`src/rtl/logic_unit_arbiter_pkg.sv`:
```
// Shared opcode encoding and small helpers for the arbitrated logic unit.
package logic_unit_arbiter_pkg;

    localparam int unsigned LOP_W = 3;

    localparam logic [LOP_W-1:0] LOP_AND  = 3'd0;
    localparam logic [LOP_W-1:0] LOP_OR   = 3'd1;
    localparam logic [LOP_W-1:0] LOP_NOR  = 3'd2;
    localparam logic [LOP_W-1:0] LOP_NAND = 3'd3;
    localparam logic [LOP_W-1:0] LOP_XOR  = 3'd4;
    localparam logic [LOP_W-1:0] LOP_XNOR = 3'd5;

    function automatic logic lop_legal(input logic [LOP_W-1:0] op);
        return (op <= LOP_XNOR);
    endfunction

endpackage

```
`src/rtl/logic_unit_arbiter_logic_unit.sv`:
```
// Combinational bitwise logic unit; illegal opcodes yield zero with err set.
module logic_unit_arbiter_logic_unit
    import logic_unit_arbiter_pkg::*;
#(
    parameter int unsigned W = 8
) (
    input  logic [LOP_W-1:0] i_op,
    input  logic [W-1:0]     i_a,
    input  logic [W-1:0]     i_b,
    output logic [W-1:0]     o_y,
    output logic             o_err
);

    always_comb begin
        o_y   = '0;
        o_err = !lop_legal(i_op);
        case (i_op)
            LOP_AND:  o_y = i_a & i_b;
            LOP_OR:   o_y = i_a | i_b;
            LOP_NOR:  o_y = ~(i_a | i_b);
            LOP_NAND: o_y = ~(i_a & i_b);
            LOP_XOR:  o_y = i_a ^ i_b;
            LOP_XNOR: o_y = ~(i_a ^ i_b);
            default:  o_y = '0;
        endcase
    end

endmodule

```
`src/rtl/logic_unit_arbiter.sv`:
```
// Round-robin arbiter sharing one logic unit among N requesters, one registered result stage.
module logic_unit_arbiter
    import logic_unit_arbiter_pkg::*;
#(
    parameter  int unsigned N   = 4,
    parameter  int unsigned W   = 8,
    parameter  int unsigned CW  = 16,
    localparam int unsigned IDW = $clog2(N)
) (
    input  logic             i_clk,
    input  logic             i_rst_n,
    input  logic [N-1:0]     i_req_valid,
    output logic [N-1:0]     o_req_ready,
    input  logic [LOP_W*N-1:0] i_req_op,
    input  logic [W*N-1:0]   i_req_a,
    input  logic [W*N-1:0]   i_req_b,
    output logic             o_rsp_valid,
    input  logic             i_rsp_ready,
    output logic [W-1:0]     o_rsp_data,
    output logic [IDW-1:0]   o_rsp_id,
    output logic             o_rsp_err,
    output logic [CW-1:0]    o_op_count
);

    logic [IDW-1:0]   r_ptr;
    logic             r_valid;
    logic [W-1:0]     r_data;
    logic [IDW-1:0]   r_id;
    logic             r_err;
    logic [CW-1:0]    r_cnt;

    logic             w_accept;
    logic             w_grant_any;
    logic [IDW-1:0]   w_grant_idx;
    logic             w_fire;
    logic [IDW:0]     w_sum;
    logic [IDW-1:0]   w_scan;
    logic [LOP_W-1:0] w_op;
    logic [W-1:0]     w_a;
    logic [W-1:0]     w_b;
    logic [W-1:0]     w_y;
    logic             w_err;

    assign w_accept = !r_valid || i_rsp_ready;

    // Scan upward from r_ptr with explicit wrap so non-power-of-two N works.
    always_comb begin
        w_grant_any = 1'b0;
        w_grant_idx = '0;
        w_sum       = '0;
        w_scan      = '0;
        for (int unsigned k = 0; k < N; k++) begin
            w_sum = {1'b0, r_ptr} + (IDW+1)'(k);
            if (w_sum >= (IDW+1)'(N)) begin
                w_sum = w_sum - (IDW+1)'(N);
            end
            w_scan = w_sum[IDW-1:0];
            if (!w_grant_any && i_req_valid[w_scan]) begin
                w_grant_any = 1'b1;
                w_grant_idx = w_scan;
            end
        end
    end

    assign w_fire = w_accept && w_grant_any;

    always_comb begin
        o_req_ready = '0;
        if (w_fire) begin
            o_req_ready[w_grant_idx] = 1'b1;
        end
    end

    assign w_op = i_req_op[LOP_W*w_grant_idx +: LOP_W];
    assign w_a  = i_req_a[W*w_grant_idx +: W];
    assign w_b  = i_req_b[W*w_grant_idx +: W];

    logic_unit_arbiter_logic_unit #(
        .W (W)
    ) u_logic_unit (
        .i_op  (w_op),
        .i_a   (w_a),
        .i_b   (w_b),
        .o_y   (w_y),
        .o_err (w_err)
    );

    always_ff @(posedge i_clk or negedge i_rst_n) begin
        if (!i_rst_n) begin
            r_valid <= 1'b0;
            r_data  <= '0;
            r_id    <= '0;
            r_err   <= 1'b0;
            r_ptr   <= '0;
        end else if (w_fire) begin
            r_valid <= 1'b1;
            r_data  <= w_y;
            r_id    <= w_grant_idx;
            r_err   <= w_err;
            r_ptr   <= (w_grant_idx == IDW'(N-1)) ? '0 : w_grant_idx + 1'b1;
        end else if (i_rsp_ready) begin
            r_valid <= 1'b0;
        end
    end

    always_ff @(posedge i_clk or negedge i_rst_n) begin
        if (!i_rst_n) begin
            r_cnt <= '0;
        end else if (w_fire && (r_cnt != {CW{1'b1}})) begin
            r_cnt <= r_cnt + 1'b1;
        end
    end

    assign o_rsp_valid = r_valid;
    assign o_rsp_data  = r_data;
    assign o_rsp_id    = r_id;
    assign o_rsp_err   = r_err;
    assign o_op_count  = r_cnt;

endmodule

```
`config.mk`:
```
export PLATFORM = sky130hd
export DESIGN_NAME = logic_unit_arbiter
export DESIGN_NICKNAME = d
export VERILOG_FILES = /design/src/rtl/logic_unit_arbiter_pkg.sv /design/src/rtl/logic_unit_arbiter_logic_unit.sv /design/src/rtl/logic_unit_arbiter.sv
export SDC_FILE = /design/constraint.sdc
export NUM_CORES = 1
export LEC_CHECK = 0
export ABC_AREA = 1
export BUFFER_PORTS_ARGS = -buffer_cell sky130_fd_sc_hd__buf_2
export CAP_MARGIN = 5
export CORE_MARGIN = 2
export CORE_UTILIZATION = 47
export CTS_BUF_LIST = sky130_fd_sc_hd__clkbuf_8 sky130_fd_sc_hd__clkbuf_16
export CTS_CLUSTER_DIAMETER = 100
export CTS_CLUSTER_SIZE = 8
export DETAILED_ROUTE_END_ITERATION = 8
export HOLD_SLACK_MARGIN = 0.1
export PLACE_DENSITY = 0.81
export RECOVER_POWER = 50
export SYNTH_ARGS = -nofsm -noshare
export SYNTH_HDL_FRONTEND = slang
export SYNTH_SLANG_ARGS = --single-unit
export TNS_END_PERCENT = 100
```
`constraint.sdc`:
```
create_clock -name i_clk -period 2.8 [get_ports i_clk]
set_input_delay 0.56 -clock i_clk [delete_from_list [all_inputs] [get_ports i_clk]]
set_output_delay 0.56 -clock i_clk [all_outputs]
set_load 0.01 [all_outputs]
```
# Word level (Yosys, flattened, before mapping)

Cells that the tools add are included.

Muxes and demuxes: 27
Eq/ne operators: 7
Reductions and logical operators: 14
Order comparisons: 11
$add $sub $neg: 9
Multipliers: 1
Shift operators: 3
Bitwise gates (word level): 6

Operators with widths:

| kind                  | count |
|---|---|
| $shiftx 32x6->8       | 2 |
| $pmux 8 s6            | 1 |
| $not 8->8             | 3 |
| $mux 2                | 9 |
| $add 16x1->16 const B | 1 |
| $ne 16x16->1 const B  | 1 |
| $lt 2x3->1 const B    | 5 |
| $shiftx 12x5->3       | 1 |
| $mux 1                | 11 |
| $ge 3x3->1 const B    | 3 |
| $and 8x8->8           | 1 |
| $bmux 1 s2            | 4 |
| $or 8x8->8            | 1 |
| $sub 2x1->2 const B   | 4 |
| $xor 8x8->8           | 1 |
| $add 2x2->3 const B   | 2 |
| $eq 3x2->1 const B    | 2 |
| $eq 3x3->1 const B    | 2 |
| $logic_and 1x1->1     | 6 |
| $logic_not 1->1       | 5 |
| $mul 2x2->4 const A   | 1 |
| $mux 4                | 1 |
| $add 2x1->3 const B   | 1 |
| $eq 3x1->1 const B    | 1 |
| 9 further kinds       | 9 |

Logic and storage cells: 84
Output and inout bits: 32
Flip-flop bits (word level): 30
Input bits: 83

# Longest topological paths before layout

Gate-level depths: netlist (run 1).

Word-level depth: 19
Depth in mapped cells: 25
Depth with buffers taken out: 22

# By module

A second synthesis (run 1) with hierarchy kept.

Cell total of the unflattened synthesis: 618
Area, all modules: 3,653.5 µm²

Modules (own cells, without submodules):

| module                        | times used | seq. area each (µm²) | cells an instance | area each (µm²) |
|---|---|---|---|---|
| logic_unit_arbiter            | 1          | 750.7                | 450               | 2,781.4 |
| logic_unit_arbiter_logic_unit | 1          | 0.0                  | 168               | 872.1 |

# Worst setup path before layout (run 1)

OpenSTA, ideal clock, no wires.

Path type: input to register
Start: input i_req_valid[3]
End: register r_data[2] (netlist: o_rsp_data[2])
Path slack: 0.139 ns
Stages on the path: 20
Buffers on the path: 2
Arrival: 2.545 ns
Required time: 2.684 ns
Library setup time: 0.116 ns
Path through: inv_1 nand2_1 nand3_2 nand2_4 inv_1 nand3_2 nand3_4 buf_6 inv_2 buf_2 nand2_1 a32oi_2 inv_1 ha_1 inv_1 nand2_1 nand2_1 nand3_1 nand2_1 nand2_1

Cells in the longest elaborated chain, start to end: 16
Elaborated cells between the ends (all ways): 40
Classes of those cells: mul (1); eq/ne (5); shift (3); mux (17); bitwise (6); reduce/logical (8)

Ends and longest elaborated chain:

| element                                 | RTL line                            | RTL |
|---|---|---|
| start, declared                         | logic_unit_arbiter.sv:12            | `input logic [N-1:0] i_req_valid,` |
| $bmux 1 s2                              | logic_unit_arbiter.sv:58            | `if (!w_grant_any && i_req_valid[w_scan]) begin` |
| $mux 1 (implied by the code)            | logic_unit_arbiter.sv:58            |  |
| $mux 1                                  | logic_unit_arbiter.sv:58            |  |
| $logic_not 1->1                         | logic_unit_arbiter.sv:58            |  |
| $logic_and 1x1->1                       | logic_unit_arbiter.sv:58            |  |
| $mux 1                                  | logic_unit_arbiter.sv:58            |  |
| $logic_not 1->1                         | logic_unit_arbiter.sv:58            |  |
| $logic_and 1x1->1                       | logic_unit_arbiter.sv:58            |  |
| $mux 1                                  | logic_unit_arbiter.sv:58            |  |
| $logic_not 1->1                         | logic_unit_arbiter.sv:58            |  |
| $logic_and 1x1->1                       | logic_unit_arbiter.sv:58            |  |
| $mux 2 *                                | logic_unit_arbiter.sv:58            |  |
| named net w_grant_idx[0]                | logic_unit_arbiter.sv:34            | `logic [IDW-1:0] w_grant_idx;` |
| $mul 2x2->4 (tied with other cells)     | logic_unit_arbiter.sv:74            | `assign w_op = i_req_op[LOP_W*w_grant_idx +: LOP_W];` |
| $shiftx 12x5->3 (tied with other cells) | logic_unit_arbiter.sv:74            |  |
| $eq 3x3->1 (tied with other cells)      | logic_unit_arbiter_logic_unit.sv:17 | `case (i_op)` |
| $pmux 8 s6 *                            | logic_unit_arbiter_logic_unit.sv:17 |  |
| end signal, assigned                    | logic_unit_arbiter.sv:97            | `r_data <= w_y;` |
| end, declared                           | logic_unit_arbiter.sv:27            | `logic [W-1:0] r_data;` |

The timed path passes the listed nets; every way through them passes the cells marked *. The select of a mux whose other input is x is not followed.
A chain may end at the register's enable or synchronous reset.

# Final worst setup path (run 1)

Start: register r_ptr[0]
End: output o_req_ready[1]

Cells in the longest elaborated chain, start to end: 19
Elaborated cells between the ends (all ways): 44
Classes of those cells: add/sub (7); order compare (6); mux (23); reduce/logical (8)

Ends and longest elaborated chain:

| element                                                              | RTL line                  | RTL |
|---|---|---|
| start, declared                                                      | logic_unit_arbiter.sv:25  | `logic [IDW-1:0] r_ptr;` |
| start signal, assigned                                               | logic_unit_arbiter.sv:100 | `r_ptr <= (w_grant_idx == IDW'(N-1)) ? '0 : w_grant_idx + 1'b1;` |
| parallel branches: the longest is 18 deep, another holds $add 2x1->3 | n/a                       |  |
| $mux 4 *                                                             | logic_unit_arbiter.sv:69  | `if (w_fire) begin` |
| end, declared                                                        | logic_unit_arbiter.sv:13  | `output logic [N-1:0] o_req_ready,` |

Mark *: on every way between the ends. The select of a mux whose other input is x is not followed.

==> results of run 1 <==
## cell usage in the layout (no fill, tap or decap), types with 2 or more instances in the layout
master / instances
a32oi_2: 16
buf_12: 3
buf_2: 103
buf_4: 17
buf_6: 3
clkbuf_1: 11
clkbuf_16: 3
clkbuf_8: 6
dfrtp_1: 28
dfrtp_2: 2
ha_1: 15
ha_4: 6
inv_1: 68
inv_2: 10
inv_6: 3
nand2_1: 189
nand2_2: 30
nand2_4: 12
nand2_8: 2
nand3_1: 21
nand3_2: 6
nand3_4: 10
nand4_1: 10
nor2_1: 35
nor2_2: 4
nor4_1: 2
o21ai_0: 5
xnor2_1: 7
xor2_1: 7
## worst min path at each step
stage | start | end | slack, ns | depth (start not counted)
after floorplan | i_rst_n | o_op_count[0]$_DFFE_PN0P_ | 0.26 | 0
after global placement | o_rsp_data[0]$_DFFE_PN0P_ | o_rsp_data[0]$_DFFE_PN0P_ | 0.46 | 2
after detailed placement | o_rsp_id[0]$_DFFE_PN0P_ | o_rsp_id[0]$_DFFE_PN0P_ | 0.47 | 2
after CTS | i_rst_n | o_op_count[8]$_DFFE_PN0P_ | 0.33 | 1
after global routing | o_op_count[8]$_DFFE_PN0P_ | o_op_count[8]$_DFFE_PN0P_ | 0.52 | 1
final | o_rsp_id[0]$_DFFE_PN0P_ | o_rsp_id[0]$_DFFE_PN0P_ | 0.49 | 2
## sequential cells by signal (all words and copies together), names as in the netlist
| register | cells |
|---|---|
| o_op_count | 16 |
| o_rsp_data | 8 |
| o_rsp_id | 2 |
| r_ptr | 2 |
| o_rsp_err | 1 |
| o_rsp_valid | 1 |
## cell families (layout without fill, tap and decap cells)
| group | count (synthesis) | after routing | share of synthesized area, % |
|---|---|---|---|
| AO/OA/AOI/OAI | 24 | 24 | 8.19 |
| adder cells (fa/ha/maj) | 21 | 21 | 7.64 |
| XOR/XNOR | 14 | 14 | 3.57 |
| buffers and inverters | 97 | 231 | 12.1 |
| multiplexers | 1 | 1 | 0.328 |
| flip-flops | 30 | 30 | 21.8 |
| AND/OR/NAND/NOR | 326 | 326 | 46.3 |
## tightest hold or removal path, stage by stage (launching register included)
cell and delay [ns]:
dfrtp_1 0.34, nand2_1 0.05, o21ai_0 0.06
## stage by stage
stage	std cells	worst slack [ns]	TNS, ns	utilization [%]	hold slack (ns)
2_1_floorplan	513	0.139	0	-	0.264
3_3_place_gp	721	0.0345	0	57.6	0.461
3_5_place_dp	721	-0.0444	-0.156	57.6	0.471
4_1_cts	732	0.00156	0	60.2	0.326
5_1_grt	746	-0.0984	-0.702	65.2	0.525
6_report	746	-0.00132	-0.00132	65.2	0.490
## what timing repair did
item / CTS / global route
cloned: 1 / 4
setup endpoints to repair: 11 / 12
buffers inserted: 3 / 10
pin swaps: 1 / 30
resized for setup: 8 / 50
## final cells by class
class / count / area [sq um] / area share (%)
clock buffers: 6 / 82.6 / 1.76
clock inverters: 1 / 30.0 / 0.642
inverters: 82 / 332 / 7.09
multi-input cells: 386 / 2480 / 53.0
flip-flops and latches: 30 / 753 / 16.1
well taps: 99 / 124 / 2.65
repair buffers: 141 / 868 / 18.6
repair inverters: 1 / 8.76 / 0.187
## layer usage
layer	track usage [%]	share of wire (%)	vias up
met2	41.8	51	108
met3	2.77	4.6	10
met4	5.43	1.3	0
li1	-	-	1857
met1	25.7	43	1715
met5	0	0	-
==> results.txt, run 1 <==
Fraction of layout cells with a size suffix above 1 = 37.6%
WP data required = 2.24 ns
CP max stage delay = 0.46 ns
Avg WL per Cell = 12.7 microns
Max Cap Violations = 1
Mapped Area = 3440 sq um
Initial antenna violation count = 0
Critical Path End = o_req_ready[1]
Number of flops mapped to enable cells by yosys = 0
FF-to-FF Start = r_ptr[0]$_DFFE_PN0P_
Clock skew = 0.00504 ns
Final Max Tran Viols = 31
Top cells by area, synth = nand2_1 23%, dfrtp_1 22%, inv_1 8.2%
Slew margin rel. = -7.73%
Hpwl dp = 6.56 mm
Flops & latches, synth = 30
Vias/cell = 4.95
H-tree depth = 2
Total core area = 7180 sq um
Initial core utilization = 47.9%
Fill count = 618
Reg-to-Reg End = o_rsp_data[2]$_DFFE_PN0P_
Crit. Startpoint = r_ptr[0]$_DFFE_PN0P_
Final hold violation count = 0
Cts-stage hold buffer count = 0
YS warnings = 0
CTS tree = yes
Area delta synth->final = 36.1%
DIE AREA = 8010 sq um
Grt total ovfl = 0
CP cell instances = buf_6 > nand2_4 > nand2_8 > nand2_4 > nand2_2 > nand2_2 > nand2_2 > nand2_4 > nand3_4 > inv_6 > buf_12 > ha_1 > inv_1 > nor2_1 > buf_2
R2R cell count = 23
Avg Cell Area, Syn = 6.70 sq um
Final WS setup = -0.00132 ns
RSZ-0062 raised after global routing = true
Status = complete, but fails checks
Clock slew at reported path FFs = 0.06 ns
Classification of the worst-slack hold path = reg2reg
Cell area after layout = 4680 sq um
Critical path depth = 15
Post-synthesis sequential area ratio = 21.8%
Syn Inst Count = 513
Routability cong. = 0.878
Post-Route WL = 9.47 mm
Iter 0 DRT Violations = 157
Flop-to-flop setup slack = 0.07 ns
CP top delay family = simple AND/OR/NAND/NOR gates
Largest net degree at the start of global routing = 45
Largest fanout on the critical path = 7
Minimum clock period = 2.80 ns
Number of diodes = 0
WS Path Type = reg2out
Final nets = 751
Via count = 3690
Cell taking the most area after synthesis = nand2_1
Number of global-route vias before repair = 3435
Latest clock arrival within the worst-skew pair = 0.28 ns
Cts bufs inserted = 5
Row count = 31
Most frequent cell after synthesis = nand2_1
Die Height = 89.5 microns
Period Utilization, post-route = 100%
Die span in x = 89.5 microns
CTS Root Cell = clkbuf_8
Failing checks = capacitance limit, slew limit, setup timing
Least-Margin Pin Slew = 1.62 ns
Worst setup EP type = output pin
Input/output buffers = 114
Area after DPL = 4130 sq um
I/O Pins = 115
Clk sinks = 30
Final Setup Violations = 1
Drt first pass iters = 4
Yosys cell types = 34
WP buf/inv = 5
Asr flop ratio synth = 100%
Worst path arrival time = 2.24 ns
DRC = 0
Synth Flop Type = dfrtp_1
Total GRT Usage = 21.9%
First-pass GRT wire length = 14.1 mm
Slowest CP cell = dfrtp_2
Area share of the largest cell type after synthesis = 22.6%
Syn nets = 617
Synth top cells by count = 207 x nand2_1, 75 x inv_1, 35 x nor2_1
FMAX = 357 MHz
CTS Buffer Depth = 2
CP Launch Type = flip-flop
Final ANT Viol Nets = 0
Power of run 1 is left out: the tool's default activity adds up to more than one toggle a clock period on the data nets, which glitch-free logic cannot reach.
==> run 2: changes to the inputs <==
--- a/config.mk
+++ b/config.mk
@@ -14,9 +14,9 @@
 export CTS_CLUSTER_DIAMETER = 100
 export CTS_CLUSTER_SIZE = 8
 export DETAILED_ROUTE_END_ITERATION = 8
+export GPL_ROUTABILITY_DRIVEN = 0
 export HOLD_SLACK_MARGIN = 0.1
 export PLACE_DENSITY = 0.81
-export RECOVER_POWER = 50
 export SYNTH_ARGS = -nofsm -noshare
 export SYNTH_HDL_FRONTEND = slang
 export SYNTH_SLANG_ARGS = --single-unit
==> results.txt, run 2 (same netlist as run 1, synthesis figures left out) <==
Status = complete, but fails checks (unchanged)
Failing checks = setup timing (was capacitance limit, slew limit, setup timing)
Fraction of layout cells with a size suffix above 1 = 39.3% (was 37.6%)
Final nets = 751 (unchanged)
Avg WL per Cell = 12.7 microns (about the same)
CP Launch Type = flip-flop (unchanged)
Initial core utilization = 47.9% (unchanged)
Met2 wire length = 4.78 mm (was 4.83 mm)
Vias/cell = 4.95 (about the same)
Latest clock arrival within the worst-skew pair = 0.28 ns (about the same)
Register area = 753 sq um (unchanged)
FMAX = 356 MHz (was 357 MHz)
Hpwl dp = 6.56 mm (unchanged)
Largest fanout on the critical path = 7 (unchanged)
Die Height = 89.5 microns (unchanged)
Total GRT Usage = 21.9% (unchanged)
DRC = 0 (unchanged)
Multi-input logic area = 2480 sq um (unchanged)
Largest net degree at the start of global routing = 45 (unchanged)
Post-Route WL = 9.48 mm (was 9.47 mm)
CTS Root Cell = clkbuf_8 (unchanged)
Classification of the worst-slack hold path = in2async (was reg2reg)
Most frequent cells in the layout = 189 x nand2_1, 114 x buf_2, 68 x inv_1, 35 x nor2_1, 30 x nand2_2 (was 189 x nand2_1, 103 x buf_2, 68 x inv_1, 35 x nor2_1, 30 x nand2_2)
Fin cells = 746 (unchanged)
Number of diodes = 0 (unchanged)
Max Cap Violations = 0 (was 1)
CTS tree = yes (unchanged)
Grt total ovfl = 0 (unchanged)
CP cell instances = buf_6 > nand2_4 > nand2_8 > nand2_4 > nand2_2 > nand2_2 > nand2_2 > nand2_4 > nand3_4 > inv_6 > buf_12 > ha_1 > inv_1 > nor2_1 > buf_2 (unchanged)
DIE AREA = 8010 sq um (unchanged)
H-tree depth = 2 (unchanged)
CTS Buffer Depth = 2 (unchanged)
WS Path Type = reg2out (unchanged)
Clock slew at reported path FFs = 0.06 ns (about the same)
Fill count = 612 (was 618)
Final WS setup = -0.00932 ns (was -0.00132 ns)
Slew margin rel. = 55.2% (was -7.73%)
Number of global-route vias before repair = 3435 (unchanged)
Setup TNS = -0.00932 ns (was -0.00132 ns)
Period Utilization, post-route = 100% (about the same)
Final ANT Viol Nets = 0 (unchanged)
Input/output buffers = 114 (unchanged)
Cts bufs inserted = 5 (unchanged)
Worst setup EP type = output pin (unchanged)
Area delta synth->final = 36.5% (was 36.1%)
Initial antenna violation count = 0 (unchanged)
Pre-CTS setup slack = -0.0444 ns (unchanged)
M1 wire length = 4.05 mm (was 4.08 mm)
Via count = 3694 (was 3690)
Slowest CP cell = dfrtp_2 (unchanged)
Top Metal Used = met4 (unchanged)
Clk sinks = 30 (unchanged)
Final Max Tran Viols = 0 (was 31)
Total core area = 7180 sq um (unchanged)
Drt first pass iters = 4 (unchanged)
Cts-stage hold buffer count = 0 (unchanged)
Minimum clock period = 2.81 ns (was 2.80 ns)
Clock skew = 0.00449 ns (was 0.00504 ns)
WL met3 = 526 microns (was 436 microns)
I/O Pins = 115 (unchanged)
Least-Margin Pin Slew = 0.671 ns (was 1.62 ns)
Final Setup Violations = 1 (unchanged)
Commonest non-fill, non-tap cell in the layout = nand2_1 (unchanged)
Die span in x = 89.5 microns (unchanged)
RSZ-0062 raised after global routing = true (unchanged)
WP data required = 2.24 ns (about the same)
Max reg flops = 16 (unchanged)
CP max stage delay = 0.47 ns (was 0.46 ns)
Iter 0 DRT Violations = 158 (was 157)
Worst path arrival time = 2.25 ns (was 2.24 ns)
First-pass GRT wire length = 14.1 mm (unchanged)
Placed cells = 721 (unchanged)
Final hold violation count = 0 (unchanged)
Row count = 31 (unchanged)
## run 2: per-layer routing
metal	vias to the layer above	global-route usage (%)
met5	-	0
met2	127	41.8
met1	1701	25.7
met4	0	5.43
met3	10	2.77
li1	1856	-
## run 2: per-stage QoR
| step | util, % | cell area, sq um | hold slack, ns |
|---|---|---|---|
| floorplan | - | 3440 | 0.264 |
| global placement | 57.6 | 4130 | 0.461 |
| detailed placement | 57.6 | 4130 | 0.471 |
| CTS | 60.2 | 4320 | 0.326 |
| global route | 65.4 | 4690 | 0.363 |
| finish | 65.4 | 4690 | 0.307 |
## run 2: worst paths after layout
check,from,endpoint,slack [ns],cells past startpoint
worst max register to register,r_ptr[0]$_DFFE_PN0P_,o_rsp_data[2]$_DFFE_PN0P_,0.07,23
worst min register to register,o_rsp_id[0]$_DFFE_PN0P_,o_rsp_id[0]$_DFFE_PN0P_,0.48,2
max in group asynchronous,i_rst_n,r_ptr[0]$_DFFE_PN0P_,2.02,1
worst max-delay path,r_ptr[0]$_DFFE_PN0P_,o_req_ready[1],-0.009,15
worst min-delay path,i_rst_n,o_op_count[10]$_DFFE_PN0P_,0.31,1
min in group i_clk,o_rsp_id[0]$_DFFE_PN0P_,o_rsp_id[0]$_DFFE_PN0P_,0.48,2
## run 2: what timing repair did
item                                    in CTS  in global routing
gates resized for setup                      8                 50
endpoints found under the setup margin      11                 12
gates cloned                                 1                  4
endpoints found under the hold margin        0                  0
buffers inserted                             3                 10
pin swaps                                    1                 30
## run 2: worst max-delay path, delay by kind of cell, from the launching register on
kind / cells / cell delay [ns]
simple gates: 9 / 0.75
buf+inv: 5 / 0.59
flops: 1 / 0.47
fa+ha+maj: 1 / 0.15
## run 2: layout make-up
class | count | area share, %
Clock buffer | 6 | 1.76
Clock inverter | 1 | 0.640
Inverter | 82 | 7.06
Multi-Input combinational cell | 386 | 52.9
Sequential cell | 30 | 16.0
Tap cell | 99 | 2.64
Timing Repair Buffer | 141 | 18.8
Timing Repair inverter | 1 | 0.187
Power of run 2 is left out for the same reason.
